[src/rtl/rv_fetch_pkg.sv]
// Shared encodings, FSM state type and immediate decoders for the fetch stage.
// Consumed by instruction_fetch_unit.
package rv_fetch_pkg;

  localparam logic [6:0] OP_BRANCH = 7'b1100011;
  localparam logic [6:0] OP_JAL    = 7'b1101111;

  localparam logic [2:0] F3_BEQ  = 3'b000;
  localparam logic [2:0] F3_BNEQ = 3'b001;
  localparam logic [2:0] F3_BLT  = 3'b100;
  localparam logic [2:0] F3_BGE  = 3'b101;

  localparam logic [31:0] INSTR_NOP    = 32'h0000_0013;
  localparam logic [31:0] INSTR_EBREAK = 32'h0010_0073;

  typedef enum logic [1:0] {
    IDLE = 2'd0,
    RUN  = 2'd1,
    HALT = 2'd2
  } fetch_state_e;

  // Sign-extended B-type offset (bit 0 always zero).
  function automatic logic [31:0] imm_b(input logic [31:0] ins);
    return {{20{ins[31]}}, ins[7], ins[30:25], ins[11:8], 1'b0};
  endfunction

  // Sign-extended J-type offset (bit 0 always zero).
  function automatic logic [31:0] imm_j(input logic [31:0] ins);
    return {{12{ins[31]}}, ins[19:12], ins[20], ins[30:21], 1'b0};
  endfunction

endpackage

[src/rtl/instr_memory.sv]
// Word-addressed instruction store: one synchronous write port, one
// combinational read port so the core sees the instruction in the same cycle.
module instr_memory #(
  parameter int DEPTH = 64,
  parameter int AW    = $clog2(DEPTH)
) (
  input  logic          clk,
  input  logic          we,
  input  logic [AW-1:0] waddr,
  input  logic [31:0]   wdata,
  input  logic [AW-1:0] raddr,
  output logic [31:0]   rdata
);

  logic [31:0] mem_q [DEPTH];

  // NOTE: the array has no reset branch; a program loaded once must survive
  // rst, and resetting a RAM would also block mapping it onto memory macros.
  always_ff @(posedge clk) begin
    if (we) begin
      mem_q[waddr] <= wdata;
    end
  end

  assign rdata = mem_q[raddr];

endmodule

[src/rtl/instruction_fetch_unit.sv]
// Fetch stage: PC register, run/halt FSM, program-load port and next-PC
// selection from jump/branch controls for a single-cycle core.
module instruction_fetch_unit
  import rv_fetch_pkg::*;
#(
  parameter int          IMEM_DEPTH = 64,
  parameter int          IMEM_AW    = $clog2(IMEM_DEPTH),
  parameter logic [31:0] RESET_PC   = 32'h0000_0000
) (
  input  logic               clk,
  input  logic               rst,
  input  logic               start,
  input  logic               stall,
  input  logic               prog_we,
  input  logic [IMEM_AW-1:0] prog_addr,
  input  logic [31:0]        prog_data,
  input  logic               jump,
  input  logic               beq,
  input  logic               bneq,
  input  logic               bge,
  input  logic               blt,
  output logic [31:0]        pc,
  output logic [31:0]        instr,
  output logic               instr_valid,
  output logic               halted,
  output logic               fetch_err
);

  fetch_state_e state_q, state_d;
  logic [31:0]  pc_q, pc_d;
  logic         fetch_err_q, fetch_err_d;

  logic [31:0]  imem_rdata;
  logic [31:0]  pc_next;
  logic         branch_taken;
  logic         next_bad;

  instr_memory #(
    .DEPTH(IMEM_DEPTH),
    .AW   (IMEM_AW)
  ) u_imem (
    .clk  (clk),
    .we   (prog_we && (state_q == IDLE)),
    .waddr(prog_addr),
    .wdata(prog_data),
    .raddr(pc_q[IMEM_AW+1:2]),
    .rdata(imem_rdata)
  );

  assign instr = (state_q == RUN) ? imem_rdata : INSTR_NOP;

  // NOTE: every combinational output gets a default before the case so no
  // path leaves it unassigned (which would infer a latch); blocking '=' here,
  // non-blocking '<=' only in the clocked block.
  always_comb begin
    branch_taken = 1'b0;
    case (instr[14:12])
      F3_BEQ:  branch_taken = beq;
      F3_BNEQ: branch_taken = bneq;
      F3_BLT:  branch_taken = blt;
      F3_BGE:  branch_taken = bge;
      default: branch_taken = 1'b0;
    endcase
  end

  always_comb begin
    pc_next = pc_q + 32'd4;
    if ((instr[6:0] == OP_JAL) && jump) begin
      pc_next = pc_q + imm_j(instr);
    end else if ((instr[6:0] == OP_BRANCH) && branch_taken) begin
      pc_next = pc_q + imm_b(instr);
    end
  end

  // Misaligned, or a word index beyond the array (covers falling off the end).
  assign next_bad = (pc_next[1:0] != 2'b00) || (pc_next[31:IMEM_AW+2] != '0);

  always_comb begin
    state_d     = state_q;
    pc_d        = pc_q;
    fetch_err_d = fetch_err_q;
    case (state_q)
      IDLE: begin
        if (start) begin
          state_d = RUN;
          pc_d    = RESET_PC;
        end
      end
      RUN: begin
        if (!stall) begin
          if (instr == INSTR_EBREAK) begin
            state_d = HALT;
          end else if (next_bad) begin
            state_d     = HALT;
            fetch_err_d = 1'b1;
          end else begin
            pc_d = pc_next;
          end
        end
      end
      HALT: begin
        if (start) begin
          state_d     = RUN;
          pc_d        = RESET_PC;
          fetch_err_d = 1'b0;
        end
      end
      default: state_d = IDLE;
    endcase
  end

  always_ff @(posedge clk) begin
    if (rst) begin
      state_q     <= IDLE;
      pc_q        <= RESET_PC;
      fetch_err_q <= 1'b0;
    end else begin
      state_q     <= state_d;
      pc_q        <= pc_d;
      fetch_err_q <= fetch_err_d;
    end
  end

  assign pc          = pc_q;
  assign instr_valid = (state_q == RUN) && !stall;
  assign halted      = (state_q == HALT);
  assign fetch_err   = fetch_err_q;

endmodule

[config.mk]
export PLATFORM = sky130hd
export DESIGN_NAME = instruction_fetch_unit
export DESIGN_NICKNAME = d
export VERILOG_FILES = /design/src/rtl/rv_fetch_pkg.sv /design/src/rtl/instr_memory.sv /design/src/rtl/instruction_fetch_unit.sv
export SDC_FILE = /design/constraint.sdc
export NUM_CORES = 2
export LEC_CHECK = 0
export BUFFER_PORTS_ARGS = -buffer_cell sky130_fd_sc_hd__buf_2
export CORE_ASPECT_RATIO = 2
export CORE_MARGIN = 5
export CORE_UTILIZATION = 40
export CTS_CLUSTER_SIZE = 40
export DETAILED_ROUTE_END_ITERATION = 12
export SYNTH_ARGS = -nofsm -noshare
export SYNTH_HDL_FRONTEND = slang
export SYNTH_HIERARCHICAL = 1
export SYNTH_SLANG_ARGS = --single-unit
[constraint.sdc]
create_clock -name clk -period 17.8 [get_ports clk]
set_input_delay 0.89 -clock clk [delete_from_list [all_inputs] [get_ports clk]]
set_output_delay 0.89 -clock clk [all_outputs]
set_load 0.01 [all_outputs]
==> results by group <==
STA
  • Fin Setup TNS: 0 ns
  • Max Clock Freq: 94.1 MHz
  • RSZ-0062 raised after global routing: no
  • Clock Skew: about 0.044 ns
  • Pins over their slew limit: 6
  • Final Setup Violations: 0
  • Hold slack: 0.365 ns
  • Final Cycle Share: 59.7%
  • Min Tclk post-route: 10.62 ns
  • Worst Max-Slew Pin Slew: 1.66 ns
  • Slew HR: -10.9%
  • Final hold violation count: 0
  • Post-route setup slack: 7.18 ns

Floorplan
  • Width of the die: 333 um
  • CORE AREA: 0.208 sq mm
  • Starting density of the core: 40.2%
  • I/O Pins: 115
  • Die height: approximately 660 um
  • Row cnt: approximately 240
  • Die area: 0.219 sq mm

Cells and area
  • Fillers: around 18000
  • Multi-input gate area: 0.0207 sq mm
  • Sequential cell area: 0.0622 sq mm
  • Share of layout cells above drive strength 1: about 26%
  • Synth-to-Final Area Change: 12.0%
  • Layout Nets: between 4000 and 5000
  • Post-route cell area: 0.0936 sq mm

Run status
  • Status: finished, violations left
  • Failing checks: capacitance limit, slew limit

Setup path
  • Critical R2R Launch: pc[4]$_SDFFE_PP0P_
  • Crit path arrival time: 11.31 ns
  • CP Max Fanout: 70
  • WS Path Type: reg2reg
  • CP Launch Point: pc[4]$_SDFFE_PP0P_
  • Crit path required time: 18.49 ns
  • CP startpoint kind: flip-flop
  • Worst setup EP type: flip-flop
  • R2R cell count: 22

Clocking
  • CTS max path bufs: 4
  • # resized after CTS: 0
  • Number of setup buffers added after CTS: 0
  • Worst-Skew Late Latency: 0.81 ns
  • CTS root buffer: clkbuf_16
  • CTS tree: built
  • Worst-path clk slew: ~0.060 ns
  • # hold bufs at CTS: 0
  • CTS buffer count: 174
  • Clock tree sinks: 2082
  • CTS H-tree lvls: 4

Logic synthesis
  • Register area share after synthesis: about three quarters
  • Top_reg_cell synth: edfxtp_1
  • Syn_area_per_cell: 20.3 sq um
  • Mapped Area: about 0.084 sq mm
  • Library cells used by synthesis: 100
  • Flops & latches, synth: 2082
  • Syn Inst Count: about 4100
  • Ys async rst share: 0%
  • Post-synth EDFFs: 2048
  • Mapped Nets: between 4000 and 5000
  • YS warnings: 6

Placement
  • Placed cell area: 0.0883 sq mm
  • Port Buffers: 113
  • DP Wirelength: about 160 mm
  • Pre-CTS WS: 7.73 ns
  • GP Congestion: 1.05

GRT
  • Vias in the first global route: 44400
  • GRT overflow: 0
  • Initial antenna violation count: 19
  • First-pass GRT wire length: 357 mm
  • Largest net degree at the start of global routing: 115
  • All-Layer GR Usage: 23.3%

Routing
  • First-pass iteration count of the detailed router: 5
  • Vias per Instance: 5.94
  • Final wirelength: around 260 mm
  • WL/cell: 35.9 um
  • DRC: 0
  • Detail Route Antenna Nets: 0
  • Vias: 42900
  • Drt first-iter violations: 4558

Worst hold path
  • Hold Path Class: in2reg
  • Hold_sp: rst
  • Cell depth of the worst hold path: 2

Pwr
  • Worst VDD drop: about 0.000062 V
  • Pwr dens: between 100 and 150 mW/mm^2
  • P_leak: 28.1 nW

Flow run
  • Number of max-cap violations: 3
[worst max-delay path, cell delays in order, from the launching register on]
cell and delay (ns):
dfxtp_4 0.71, buf_4 0.55, buf_12 0.53, buf_4 0.59, mux4_2 0.34, o22ai_1 0.08, nor2_1 0.75, a21oi_1 0.35
nor2_1 0.53, nand3b_4 0.66, inv_2 0.21, buf_4 0.48, nand4_1 0.41, nor3_1 1.23, a41oi_1 0.21, mux2i_1 0.20
o21ai_0 0.11, o21ai_0 0.21, o211ai_1 0.23, or4b_4 0.60, o21a_1 0.26, o21bai_4 0.74, o2bb2a_1 0.31
[cell usage in the layout (no fill, tap or decap), drive strengths merged, types with 16 or more instances in the layout]
cell	n
o221ai	30
nand3	38
nand2	94
xnor2	44
nor2b	19
a21oi	113
edfxtp	2048
nand2b	16
mux2i	109
o21ai	44
ha	25
inv	37
nor2	217
clkbuf	213
clkinv	65
mux4	544
and2	38
buf	271
dfxtp	34
a31oi	17
nor3	47
nand4	34
nor4	19
o22ai	94
a21o	17
[routing by layer]
layer,vias up,global-route usage [%],wire length (um)
met5,-,0,48
met4,8,15.4,21300
met3,513,2.94,12700
met2,1650,42.6,139000
met1,23100,25.2,85600
li1,17600,-,-
[cell usage after synthesis (9+ instances only)]
cell | count | share of area (%)
nand4_1 | 34 | 0.25
a211oi_1 | 10 | 0.090
inv_1 | 32 | 0.14
and2_1 | 38 | 0.28
nor2b_1 | 19 | 0.14
a21oi_1 | 111 | 0.66
buf_2 | 79 | 0.47
o211ai_1 | 13 | 0.12
xnor2_1 | 44 | 0.46
and3_1 | 12 | 0.090
or3_1 | 9 | 0.067
nand3_1 | 38 | 0.23
o21ai_0 | 37 | 0.22
o22ai_1 | 90 | 0.67
a21o_1 | 17 | 0.15
nand2_1 | 94 | 0.42
a22oi_1 | 15 | 0.13
nand2b_1 | 16 | 0.12
a31oi_1 | 17 | 0.13
buf_1 | 24 | 0.11
a311oi_1 | 12 | 0.13
o221ai_1 | 30 | 0.31
edfxtp_1 | 2048 | 74
nor4_1 | 17 | 0.13
buf_4 | 32 | 0.29
nor3_1 | 45 | 0.27
ha_1 | 25 | 0.37
clkbuf_1 | 95 | 0.43
mux2i_1 | 109 | 1.3
mux4_2 | 544 | 15
nor2_1 | 216 | 0.97
dfxtp_1 | 34 | 0.81
[final timing paths]
kind	to	slack [ns]
worst min-delay path	state_q[1]$_SDFFE_PP0P_	0.37
worst min register to register	pc[8]$_SDFFE_PP0P_	0.58
worst max register to register	pc[7]$_SDFFE_PP0P_	7.18
worst max-delay path	pc[7]$_SDFFE_PP0P_	7.18
[power by group]
part	internal [mW]	leakage [nW]	switching, mW	total [mW]
clock	1.99	2.57	1.71	3.69
sequential	5.40	18.7	0.00648	5.40
combinational	0.129	6.86	0.265	0.394
[registers in the layout, summed over array words and instances (netlist names)]
register and count:
fetch_err 1, u_imem/mem_q 2048, pc 31, state_q 2
[logic make-up after synthesis]
| kind of cell | share of synthesized area, % |
|---|---|
| and+or+nand+nor | 3.57 |
| muxes | 16.0 |
| other | 0.00448 |
| buffers and inverters | 1.52 |
| AOI/OAI and AO/OA | 3.63 |
| adders and majority gates | 0.434 |
| xor gates and xnor gates | 0.524 |
| DFF | 74.4 |
[layout make-up]
cell class,count,area share [%]
Tap cell,2748,3.67
Inverter,33,0.132
Multi-Input combinational cell,1768,22.1
Sequential cell,2082,66.4
Clock buffer,213,4.85
Antenna cell,13,0.0347
Clock inverter,87,0.790
Timing Repair Buffer,271,2.00
[per-stage QoR]
stage	power (mW)	util (%)	std cells
2_1_floorplan	5.71	-	4119
3_3_place_gp	5.90	42.4	6901
3_5_place_dp	5.91	42.4	6901
4_1_cts	9.56	45.0	7201
5_1_grt	9.77	45.0	7205
6_report	9.49	45.0	7215
Power figures use the tool's default switching activity.
